### config.mk
export PLATFORM = sky130hd
export DESIGN_NAME = seq_restoring_divider
export DESIGN_NICKNAME = d
export VERILOG_FILES = /design/src/rtl/seq_restoring_divider.sv
export SDC_FILE = /design/constraint.sdc
export NUM_CORES = 1
export LEC_CHECK = 0
export CAP_MARGIN = 10
export CORE_MARGIN = 8
export CORE_UTILIZATION = 25
export CTS_CLUSTER_DIAMETER = 30
export DETAILED_ROUTE_END_ITERATION = 10
export PLACE_DENSITY_LB_ADDON = 0.25
export REMOVE_ABC_BUFFERS = 1
export SYNTH_ARGS = -nofsm -noshare
export SYNTH_HDL_FRONTEND = slang
export SYNTH_SLANG_ARGS = --single-unit
export TNS_END_PERCENT = 100
### constraint.sdc
create_clock -name clk -period 4.3 [get_ports clk]
set_clock_uncertainty 0.2 [all_clocks]
set_input_delay 1.075 -clock clk [delete_from_list [all_inputs] [get_ports clk]]
set_output_delay 1.075 -clock clk [all_outputs]
set_load 0.03 [all_outputs]
### src/rtl/seq_restoring_divider.sv
// Multi-cycle restoring divider: one quotient bit per clock, done pulse with held results.
// Define DIV_SIGNED_EN for two's-complement operands and results; the default build is unsigned.
module seq_restoring_divider #(
  parameter int WIDTH = 8
) (
  input  logic             clk,
  input  logic             rst,
  input  logic             start,
  input  logic [WIDTH-1:0] dividend,
  input  logic [WIDTH-1:0] divisor,
  output logic             busy,
  output logic             done,
  output logic [WIDTH-1:0] quotient,
  output logic [WIDTH-1:0] remainder,
  output logic             div_by_zero
);

  localparam int CW = $clog2(WIDTH + 1);

  localparam logic [1:0] S_IDLE = 2'd0;
  localparam logic [1:0] S_RUN  = 2'd1;
  localparam logic [1:0] S_DONE = 2'd2;

  logic [1:0]       state_q, state_d;
  logic [CW-1:0]    cnt_q, cnt_d;
  logic [WIDTH-1:0] p_q, p_d;
  logic [WIDTH-1:0] q_q, q_d;
  logic [WIDTH-1:0] d_q, d_d;
  logic [WIDTH-1:0] quotient_q, quotient_d;
  logic [WIDTH-1:0] remainder_q, remainder_d;
  logic             dbz_q, dbz_d;

  logic [WIDTH:0]   p_shift;
  logic [WIDTH-1:0] p_diff, p_step, q_step;
  logic             p_ge_d;
  logic [WIDTH-1:0] dividend_mag, divisor_mag, q_final, r_final;

  // The remainder after each step is always below the divisor, so only the
  // freshly shifted value needs the extra (WIDTH+1)th bit.
  always_comb begin
    p_shift = {p_q, q_q[WIDTH-1]};
    p_diff  = p_shift[WIDTH-1:0] - d_q;
    p_ge_d  = (p_shift >= {1'b0, d_q});
    p_step  = p_ge_d ? p_diff : p_shift[WIDTH-1:0];
    q_step  = {q_q[WIDTH-2:0], p_ge_d};
  end

`ifdef DIV_SIGNED_EN
  logic neg_q_q, neg_q_d;
  logic neg_r_q, neg_r_d;

  always_comb begin
    dividend_mag = dividend[WIDTH-1] ? (~dividend + WIDTH'(1)) : dividend;
    divisor_mag  = divisor[WIDTH-1]  ? (~divisor  + WIDTH'(1)) : divisor;
    q_final      = neg_q_q ? (~q_step + WIDTH'(1)) : q_step;
    r_final      = neg_r_q ? (~p_step + WIDTH'(1)) : p_step;
  end

  always_comb begin
    neg_q_d = neg_q_q;
    neg_r_d = neg_r_q;
    if (state_q == S_IDLE && start) begin
      neg_q_d = dividend[WIDTH-1] ^ divisor[WIDTH-1];
      neg_r_d = dividend[WIDTH-1];
    end
  end

  always_ff @(posedge clk) begin
    if (rst) begin
      neg_q_q <= 1'b0;
      neg_r_q <= 1'b0;
    end else begin
      neg_q_q <= neg_q_d;
      neg_r_q <= neg_r_d;
    end
  end
`else
  always_comb begin
    dividend_mag = dividend;
    divisor_mag  = divisor;
    q_final      = q_step;
    r_final      = p_step;
  end
`endif

  always_comb begin
    state_d     = state_q;
    cnt_d       = cnt_q;
    p_d         = p_q;
    q_d         = q_q;
    d_d         = d_q;
    quotient_d  = quotient_q;
    remainder_d = remainder_q;
    dbz_d       = dbz_q;
    case (state_q)
      S_IDLE: begin
        if (start) begin
          d_d         = divisor_mag;
          q_d         = dividend_mag;
          p_d         = '0;
          cnt_d       = CW'(WIDTH);
          quotient_d  = '0;
          remainder_d = '0;
          dbz_d       = 1'b0;
          if (divisor == '0) begin
            // Zero divisor skips the iteration and reports immediately.
            state_d     = S_DONE;
            quotient_d  = '1;
            remainder_d = dividend;
            dbz_d       = 1'b1;
          end else begin
            state_d = S_RUN;
          end
        end
      end
      S_RUN: begin
        p_d   = p_step;
        q_d   = q_step;
        cnt_d = cnt_q - CW'(1);
        if (cnt_q == CW'(1)) begin
          state_d     = S_DONE;
          quotient_d  = q_final;
          remainder_d = r_final;
        end
      end
      S_DONE:  state_d = S_IDLE;
      default: state_d = S_IDLE;
    endcase
  end

  always_ff @(posedge clk) begin
    if (rst) begin
      state_q     <= S_IDLE;
      cnt_q       <= '0;
      p_q         <= '0;
      q_q         <= '0;
      d_q         <= '0;
      quotient_q  <= '0;
      remainder_q <= '0;
      dbz_q       <= 1'b0;
    end else begin
      state_q     <= state_d;
      cnt_q       <= cnt_d;
      p_q         <= p_d;
      q_q         <= q_d;
      d_q         <= d_d;
      quotient_q  <= quotient_d;
      remainder_q <= remainder_d;
      dbz_q       <= dbz_d;
    end
  end

  assign busy        = (state_q != S_IDLE);
  assign done        = (state_q == S_DONE);
  assign quotient    = quotient_q;
  assign remainder   = remainder_q;
  assign div_by_zero = dbz_q;

endmodule

Word-level counts from Yosys, hierarchy flattened
Index checks and enable logic that the tools add are counted.
- $lt $le $gt $ge: 1
- add/subtract/negate cells: 2
- bitwise logic cells: 0
- shifts and indexed selects: 0
- div/mod/pow operators: 0
- muxes and demuxes: 20
- multiply operators: 0
- equal/unequal tests: 5
- reduce and logical (&&, ||, !) cells: 8
- operators with widths (operator ; count):
    two-way mux 8 bit ; 9
    case mux 8 bit (2 select lines) ; 4
    greater-or-equal comparator 9 x 8 -> 1 bit ; 1
    zero test 8 bit ; 1
    case mux 4 bit (2 select lines) ; 1
    subtractor 8 bit ; 1
    two-way mux 2 bit ; 3
    AND reduction 2 bit ; 3
    == test 4 x 1 -> 1 bit (second input constant) ; 1
    two-way mux 4 bit ; 1
    != test 2 bit (second input constant) ; 2
    case mux 2 bit (2 select lines) ; 1
    nonzero test 2 bit ; 2
    subtractor 4 x 1 -> 4 bit (second input constant) ; 1
    AND reduction 3 bit ; 1
    == test 2 x 1 -> 1 bit (second input constant) ; 1
    == test 2 bit (second input constant) ; 1
    zero test 2 bit ; 1
    two-way mux 1 bit ; 1
- input bits: 19
- bits in read-only memories: 0
- bits in registers: 47
- memory bits (writable): 0
- memories: 0
- output and inout port bits: 19
- latch bits: 0

Depth between registers and ports, before layout
Gate-level depths: netlist of run 1.
- depth in word-level cells: 4
- gate-level depth with buffers: 9
- mapped depth without buffers: 9

Worst setup path after synthesis of run 1
No wires, ideal clock.
- kind: in2reg
- start point: input start
- end point: register remainder_q[2], in the netlist remainder[2]
- arrival: 2.170 ns
- required time: 3.999 ns
- setup slack: 1.829 ns
- stages: 7
- path buffers: 2
- cells stage by stage: buf_2 nand2b_4 a21o_1 buf_2 a2111oi_0 a2bb2oi_1 o41ai_1
- word-level cells in the longest chain between the ends: 2
- RTL lines (item ; line ; RTL):
    start: declaration ; 8 ; input logic start,
    != test 2 bit (no source line) ; n/a ;
    AND reduction 3 bit (no source line) ; n/a ;
    end signal: assignment ; 148 ; remainder_q <= remainder_d;
    end: declaration ; 30 ; logic [WIDTH-1:0] remainder_q, remainder_d;
No other way between the ends.
A chain may end at the register's enable or synchronous reset.

Final worst setup path of run 1
- start point: register state_q[1]
- end point: output done
- word-level cells in the longest chain between the ends: 1
- RTL lines (item ; line ; RTL):
    start: declaration ; 24 ; logic [1:0] state_q, state_d;
    start signal: assignment ; 142 ; state_q <= state_d;
    == test 2 bit ; 154 ; assign done = (state_q == S_DONE);
    end: declaration ; 12 ; output logic done,
No other way between the ends.

==> results.py, run 1 <==
metrics = {
    "outcome": {
        "status": "complete, no violations",
    },
    "finish": {
        "drive_above_1_share": 0.05882,
        "fin_util": 0.3090,
        "insertedDiodeCount": 0,
        "finalNetCount": 386,
        "area_growth_pct": 21.08,
    },
    "synthesis": {
        "syn-mean-instance-area_sq_um": 7.913,
        "synthArstFlopShare": 0,
        "synth_cells": 330,
        "synth_seq_area_share": 0.3603,
        "synth_edf_count": 0,
        "synth_cell_type_count": 53,
        "ys.warnings.count": 0,
        "ys_dominant_reg_cell": "dfxtp_1",
        "post_synth_instance_area_sq_um": 2611,
        "synth-seq-cells": 47,
    },
    "floorplan": {
        "core.rowCount": 37,
        "design.core.area_sq_um": 10230,
        "floorplan.initialDensity": 0.2552,
        "io_count": 38,
        "fp.dieArea_sq_um": 13970,
        "dieHeight_um": 118.2,
        "chipWidth_um": 118.2,
    },
    "clock_tree": {
        "clk_transition_reported_paths_ps": 100,
        "ctsRootBufferMaster": "clkbuf_8",
        "tritoncts": "built",
        "post_cts_hold_buffer_count": 0,
        "worstSkewPairLatency_ps": 310,
        "cts_repair_resize_count": 0,
        "cts-buffers-inserted": 5,
        "post_cts_buffers": 0,
        "ctsLongestPathBuffers": 2,
        "ctsHtreeMaxLevel": 2,
        "clkSinkCount": 47,
    },
    "power": {
        "sw_frac_of_total": 0.3930,
        "power.clock.fraction": 0.224,
        "p_leak_nw": 1.141,
        "p_int_mw": 0.7674,
        "sequentialPowerShare": 0.414,
        "comb_power_share": 0.362,
        "power_density_cells_nw_per_um2": 399.9,
        "switching_power_mw": 0.4969,
        "power.ir.vdd_worst_v": 0.0001477,
    },
    "sta": {
        "achievable-frequency_mhz": 286.5,
        "setup_repair_after_global_routing_missed_its_margin": "no",
        "setup_violations": 0,
        "finalMaxSlewViolations": 0,
        "timing.max_slew.rel_slack": 0.4977,
        "timing.final.crit_period_ps": 3490,
        "timing_worst_slew_pin_value_ps": 751.9,
        "final_hold_viol_count": 0,
        "tns_ps": 0,
        "min_period_over_period": 0.8116,
    },
    "global_route": {
        "grt_pass1_wl_um": 12220,
        "gr-usage-all-layers": 0.1051,
        "grt_pass1_vias": 2341,
        "number_of_antenna_violations_at_the_first_check_in_global_routing": 0,
        "grt_remaining_overflow": 0,
        "pin_count_of_the_biggest_net_entering_global_routing": 24,
    },
    "route": {
        "dr_total_vias": 2426,
        "final_antenna_net_count": 0,
        "avgViaCountPerCell": 4.921,
        "route.final.wire_length_um": 7396,
        "route.detailed.drc": 0,
        "routedWlPerCell_um": 15.00,
        "drt_pass1_iterations": 4,
        "first_iter_violations": 141,
    },
    "worst_setup_path": {
        "worstPathRequired_ps": 3020,
        "r2r_setup_slk_ps": 1680,
        "setup.worst_path.class": "register to output pin",
        "critPathLaunchType": "register",
        "crit_path_cell_trace": "inv_1 -> nor2_1 -> clkdlybuf4s50_1",
        "critical-path-slowest-cell": "dfxtp_1",
        "reg2reg_from": "d_q[5]",
        "worst-endpoint-arrival_ps": 2220,
        "worst_path_largest_cell_delay_ps": 690,
        "crit_path_end_kind": "output pin",
        "critical_path_peak_fanout": 14,
        "critical_path.reg2reg.endpoint": "remainder[4]",
        "worst_reg2reg_path_length_in_cells": 7,
    },
    "min_path": {
        "holdCritPathClass": "register to register",
        "worst_hold_path.endpoint": "d_q[6]",
        "holdPathStages": 2,
        "hp-start": "d_q[6]",
    },
    "place": {
        "gp_congestion": 0.7611,
        "placement.io_buffers": 37,
        "half_perimeter_wire_length_after_placement_um": 5534,
    },
    "flow_run": {
        "cap_viol_max_count": 0,
    },
}
flip-flops by register name, summed over array words and instances, names as in the netlist:
| name | flops |
|---|---|
| remainder | 8 |
| q_q | 8 |
| quotient | 8 |
| div_by_zero | 1 |
| cnt_q | 4 |
| p_q | 8 |
| d_q | 8 |
| state_q | 2 |
power groups by stage:
stage | clock, mW | combinational, mW | sequential (mW)
2_1_floorplan | 0 | 0.274 | 0.555
3_3_place_gp | 0 | 0.456 | 0.533
3_5_place_dp | 0 | 0.460 | 0.534
4_1_cts | 0.292 | 0.461 | 0.524
5_1_grt | 0.309 | 0.505 | 0.531
6_report | 0.283 | 0.458 | 0.523
routing by layer:
metal  track usage  vias to the layer above  part of all wire
li1              -                     1247                 -
met1        0.1410                     1117              0.51
met2        0.1606                       50              0.43
met3       0.02665                       12             0.037
met4       0.03523                        0             0.021
met5             0                        -                 0
final cells by class:
class | count | area, sq um
repair buffers | 42 | 407.9
flip-flops and latches | 47 | 940.9
clock inverters | 3 | 23.77
clock buffers | 5 | 68.82
inverters | 17 | 63.81
fillers | 1097 | 7069
multi-input cells | 243 | 1486
well taps | 136 | 170.2
cells by family after synthesis:
kind of cell             count (synthesis)  share of synthesized area
AND/OR/NAND/NOR                        107                     0.1917
adder cells (fa/ha/maj)                 11                    0.05558
AO/OA/AOI/OAI                          118                     0.2976
multiplexers                             2                   0.007667
XOR/XNOR                                 5                    0.01677
flip-flops                              47                     0.3603
buffers and inverters                   40                    0.07043
synthesized netlist by cell type (all sizes together) (2+ instances only):
master	n	area share
o2111ai	5	0.017
a22o	2	0.0067
and2	2	0.0048
o211ai	3	0.0086
mux2i	2	0.0077
nor4	5	0.012
o21bai	2	0.0057
a21oi	44	0.090
buf	16	0.036
a31o	3	0.010
clkbuf	7	0.010
a211oi	5	0.014
o32a	3	0.012
nor2	38	0.055
a32oi	4	0.013
xor2	3	0.010
dfxtp	47	0.36
inv	16	0.023
ha	10	0.048
or3	3	0.0072
xnor2	2	0.0067
o32ai	2	0.0067
nor2b	3	0.0072
nand2b	4	0.012
o21ai	24	0.046
nand3	8	0.015
o221ai	6	0.020
a21o	2	0.0057
nand2	36	0.052
o22ai	2	0.0048
nor3	4	0.0077
o31ai	4	0.013
how the worst max path moves through the flow:
| stage | start | endpoint | slack (ps) |
|---|---|---|---|
| finish | state_q[1] | done | 810 |
| detailed placement | start | quotient[7] | 790 |
| CTS | state_q[1] | done | 800 |
| global route | state_q[1] | done | 700 |
| floorplan | state_q[1] | done | 1830 |
| global placement | start | quotient[0] | 820 |
layout by cell type (no fill, tap or decap), types with 6 or more instances in the layout:
master	n
nand2_1	36
a21oi_1	42
nand3_1	8
clkdlybuf4s50_1	37
dfxtp_1	47
o221ai_1	6
ha_1	10
o21ai_0	21
nor2_1	38
inv_1	16
worst max-delay path, delay by kind of cell, from the launching register on:
family / cells / cell delay (ps)
buf+inv: 2 / 1030
flops: 1 / 690
simple gates: 1 / 180
through the flow:
stage	hold WS, ps	instances	power, mW	cell area, sq um	setup slack [ps]
3_5_place_dp	248.9	485	0.9932	3069	790.1
2_1_floorplan	230.3	307	0.8285	2491	1833
5_1_grt	292.5	493	1.344	3162	700.3
4_1_cts	263.4	493	1.277	3162	803.7
3_3_place_gp	245.0	485	0.9893	3069	818.2
6_report	261.8	493	1.264	3162	809.9
(Power assumes the default switching activity.)
==> inputs of run 2 (changes only) <==
Clock period 4.3 ns to 3.6 ns, I/O delays scaled along.
==> results.py, run 2 (synthesis results as in run 1) <==
metrics = {
    "sta": {
        "setup_repair_after_global_routing_missed_its_margin": "no",
        "setup_violations": 0,
        "achievable-frequency_mhz": 349.8,
        "timing.max_slew.rel_slack": 0.4180,
        "min_period_over_period": 0.7941,
        "hold-worst-slack_ps": 264.4,
        "final_hold_viol_count": 0,
        "timing.final.crit_period_ps": 2859,
        "finalWorstSetupSlack_ps": 741.4,
        "timing_worst_slew_pin_value_ps": 871.2,
        "tns_ps": 0,
        "finalMaxSlewViolations": 0,
    },
    "clock_tree": {
        "ctsHtreeMaxLevel": 2,
        "ctsRootBufferMaster": "clkbuf_8",
        "tritoncts": "built",
        "post_cts_buffers": 0,
        "clkSinkCount": 47,
        "post_cts_hold_buffer_count": 0,
        "cts_repair_resize_count": 0,
        "worstSkewPairLatency_ps": 310,
        "ctsLongestPathBuffers": 2,
        "clk_transition_reported_paths_ps": 100,
        "cts-buffers-inserted": 5,
    },
    "global_route": {
        "grt_remaining_overflow": 0,
        "grt_pass1_wl_um": 12540,
        "number_of_antenna_violations_at_the_first_check_in_global_routing": 0,
        "pin_count_of_the_biggest_net_entering_global_routing": 32,
        "gr-usage-all-layers": 0.1086,
        "grt_pass1_vias": 2410,
    },
    "worst_setup_path": {
        "worstPathRequired_ps": 2500,
        "worst-endpoint-arrival_ps": 1760,
        "crit_path_end_kind": "output pin",
        "setup.worst_path.class": "register to output pin",
        "worst_reg2reg_path_length_in_cells": 7,
        "critPathLaunchType": "register",
        "critical_path_peak_fanout": 9,
    },
    "route": {
        "drt_pass1_iterations": 4,
        "route.final.wire_length_um": 7618,
        "first_iter_violations": 128,
        "dr_total_vias": 2474,
        "route.detailed.drc": 0,
        "final_antenna_net_count": 0,
        "routedWlPerCell_um": 15.33,
        "avgViaCountPerCell": 4.978,
    },
    "power": {
        "comb_power_share": 0.371,
        "p_total_mw": 1.527,
        "power.ir.vdd_worst_v": 0.0001389,
        "sequentialPowerShare": 0.408,
        "switching_power_mw": 0.6070,
        "power_density_cells_nw_per_um2": 479.0,
        "p_int_mw": 0.9196,
        "power.clock.fraction": 0.221,
        "p_leak_nw": 1.168,
        "sw_frac_of_total": 0.3976,
    },
    "floorplan": {
        "chipWidth_um": 118.2,
        "fp.dieArea_sq_um": 13970,
        "core.rowCount": 37,
        "floorplan.initialDensity": 0.2552,
        "design.core.area_sq_um": 10230,
        "io_count": 38,
        "dieHeight_um": 118.2,
    },
    "finish": {
        "drive_above_1_share": 0.06925,
        "insertedDiodeCount": 0,
        "final_cell_mix": "dfxtp_1 (47), a21oi_1 (42), nor2_1 (38)",
        "instances_no_fill": 497,
        "mostFrequentLayoutCell": "dfxtp_1",
        "area_growth_pct": 22.04,
        "post-route-cell-area_sq_um": 3187,
        "fin_util": 0.3115,
        "finalNetCount": 390,
    },
    "place": {
        "placedCellCount": 489,
        "dpl_worst_slack_ps": 529.5,
        "half_perimeter_wire_length_after_placement_um": 5625,
        "gp_congestion": 0.7852,
        "dpl_cell_area_sq_um": 3099,
        "placement.io_buffers": 37,
    },
    "min_path": {
        "holdCritPathClass": "register to register",
        "holdPathStages": 2,
    },
    "outcome": {
        "status": "complete, no violations",
    },
    "flow_run": {
        "cap_viol_max_count": 0,
    },
}
[run 2: worst max-delay path, stage by stage (launching register included)]
cell and delay (ps):
dfxtp_1 550, clkinv_1 150, nand2_1 80, clkdlybuf4s50_1 670
[run 2: routing by layer]
layer	part of all wire	vias up	global-route usage
li1	-	1258	-
met1	0.49	1160	0.1403
met2	0.45	49	0.1751
met3	0.048	7	0.02951
met4	0.0091	0	0.02722
met5	0	-	0
[run 2: area by class of cell]
type	instances	area, sq um
flip-flops and latches	47	940.9
multi-input cells	243	1486
fillers	1088	7044
clock inverters	3	18.77
inverters	17	63.81
well taps	136	170.2
repair buffers	46	437.9
clock buffers	5	68.82
[run 2: path summary, 6_finish.rpt]
kind         endpoint       start  slack (ps)
min reg2reg    d_q[0]      d_q[0]         260
max reg2reg    p_q[4]      q_q[7]         890
min            d_q[0]      d_q[0]         260
max              busy  state_q[0]         740
[run 2: power groups by stage]
stage / sequential [mW] / combinational [mW] / clock (mW)
floorplan: 0.662 / 0.327 / 0
global placement: 0.635 / 0.561 / 0
detailed placement: 0.635 / 0.566 / 0
CTS: 0.623 / 0.567 / 0.345
global route: 0.631 / 0.618 / 0.364
finish: 0.623 / 0.566 / 0.338
==> inputs of run 3 (changes only) <==
Clock period 3.6 ns to 2.9 ns, I/O delays scaled along.
==> results.py, run 3 (synthesis results as in run 1) <==
metrics = {
    "floorplan": {
        "dieHeight_um": 118.2,
        "fp.dieArea_sq_um": 13970,
        "io_count": 38,
        "core.rowCount": 37,
        "chipWidth_um": 118.2,
        "design.core.area_sq_um": 10230,
        "floorplan.initialDensity": 0.2552,
    },
    "clock_tree": {
        "cts-buffers-inserted": 5,
        "post_cts_hold_buffer_count": 0,
        "cts_repair_resize_count": 0,
        "worstSkewPairLatency_ps": 310,
        "tritoncts": "built",
        "ctsRootBufferMaster": "clkbuf_8",
        "ctsLongestPathBuffers": 2,
        "ctsHtreeMaxLevel": 2,
        "clk_transition_reported_paths_ps": 100,
        "clkSinkCount": 47,
        "post_cts_buffers": 0,
    },
    "worst_setup_path": {
        "worstPathRequired_ps": 2960,
        "crit_path_end_kind": "register",
        "setup.worst_path.class": "register to register",
        "critical_path_peak_fanout": 11,
        "worst-endpoint-arrival_ps": 2620,
        "critPathLaunchType": "register",
    },
    "finish": {
        "insertedDiodeCount": 0,
        "final_cell_mix": "dfxtp_1 (47), a21oi_1 (42), nor2_1 (38)",
        "instances_no_fill": 513,
        "mostFrequentLayoutCell": "dfxtp_1",
        "area_growth_pct": 26.98,
        "fin_util": 0.3241,
        "finalNetCount": 406,
        "drive_above_1_share": 0.1088,
    },
    "power": {
        "power.clock.fraction": 0.223,
        "comb_power_share": 0.385,
        "sw_frac_of_total": 0.3902,
        "switching_power_mw": 0.7673,
        "sequentialPowerShare": 0.391,
        "power_density_cells_nw_per_um2": 593.2,
        "power.ir.vdd_worst_v": 0.0002623,
        "p_leak_nw": 1.244,
        "p_int_mw": 1.199,
        "p_total_mw": 1.967,
    },
    "sta": {
        "hold-worst-slack_ps": 261.3,
        "achievable-frequency_mhz": 391.1,
        "setup_repair_after_global_routing_missed_its_margin": "no",
        "final_hold_viol_count": 0,
        "setup_violations": 0,
        "timing.final.crit_period_ps": 2557,
        "timing.max_slew.rel_slack": 0.7148,
        "finalMaxSlewViolations": 0,
        "timing_worst_slew_pin_value_ps": 426.9,
        "min_period_over_period": 0.8817,
        "tns_ps": 0,
    },
    "global_route": {
        "gr-usage-all-layers": 0.1088,
        "pin_count_of_the_biggest_net_entering_global_routing": 22,
        "grt_remaining_overflow": 0,
        "grt_pass1_vias": 2503,
        "number_of_antenna_violations_at_the_first_check_in_global_routing": 0,
        "grt_pass1_wl_um": 12620,
    },
    "route": {
        "route.detailed.drc": 0,
        "avgViaCountPerCell": 4.943,
        "first_iter_violations": 98,
        "drt_pass1_iterations": 4,
        "final_antenna_net_count": 0,
        "dr_total_vias": 2536,
        "routedWlPerCell_um": 14.82,
        "route.final.wire_length_um": 7604,
    },
    "place": {
        "placement.io_buffers": 37,
        "half_perimeter_wire_length_after_placement_um": 5873,
        "placedCellCount": 505,
        "gp_congestion": 0.8161,
    },
    "outcome": {
        "status": "complete, no violations",
    },
    "min_path": {
        "holdCritPathClass": "register to register",
    },
    "flow_run": {
        "cap_viol_max_count": 0,
    },
}
-- run 3: cell types whose count changed in the layout (fill, tap and decap cells not counted), sizes merged --
cell      previous run  this run
inv                 17        18
clkinv               3         1
buf                  9        25
clkinvlp             0         1
-- run 3: final timing paths --
kind	from	to	slack (ps)	cells after the start
setup / recovery	d_q[7]	remainder[0]	340	8
hold / removal	d_q[5]	d_q[5]	260	2
setup reg to reg	d_q[7]	remainder[0]	340	8
hold reg to reg	d_q[5]	d_q[5]	260	2
-- run 3: cell type report --
class                           count  area, sq um
Inverter                           17        63.81
Timing Repair Buffer               62        558.0
Fill cell                        1110         6915
Clock inverter                      3        27.53
Tap cell                          136        170.2
Multi-Input combinational cell    243         1486
Clock buffer                        5        68.82
Sequential cell                    47        940.9
-- run 3: critical path: stages, from the launching register on --
cell      delay [ps]
dfxtp_1          340
inv_1             60
ha_1             330
a211oi_1         250
o211ai_1         180
a21o_1           330
buf_4            230
or4_1            500
nand2_1           80
-- run 3: through the flow --
step	instance area, sq um	worst slack [ps]
finish	3316	343.1
global route	3316	180.1
CTS	3316	329.8
detailed placement	3219	127.0
global placement	3219	157.7
floorplan	2491	702.3
-- run 3: layer usage --
layer | up-vias | GRT usage | share of wire | wire [um]
met5 | - | 0 | 0 | 0
met4 | 0 | 0.04163 | 0.025 | 187
met3 | 15 | 0.02570 | 0.037 | 284
met2 | 49 | 0.1702 | 0.44 | 3354
met1 | 1187 | 0.1421 | 0.50 | 3778
li1 | 1285 | - | - | -
-- run 3: power groups by stage --
stage	combinational, mW	sequential (mW)	clock, mW
6_report	0.758	0.769	0.439
5_1_grt	0.833	0.779	0.485
4_1_cts	0.764	0.769	0.460
3_5_place_dp	0.761	0.783	0
3_3_place_gp	0.759	0.784	0
2_1_floorplan	0.406	0.822	0
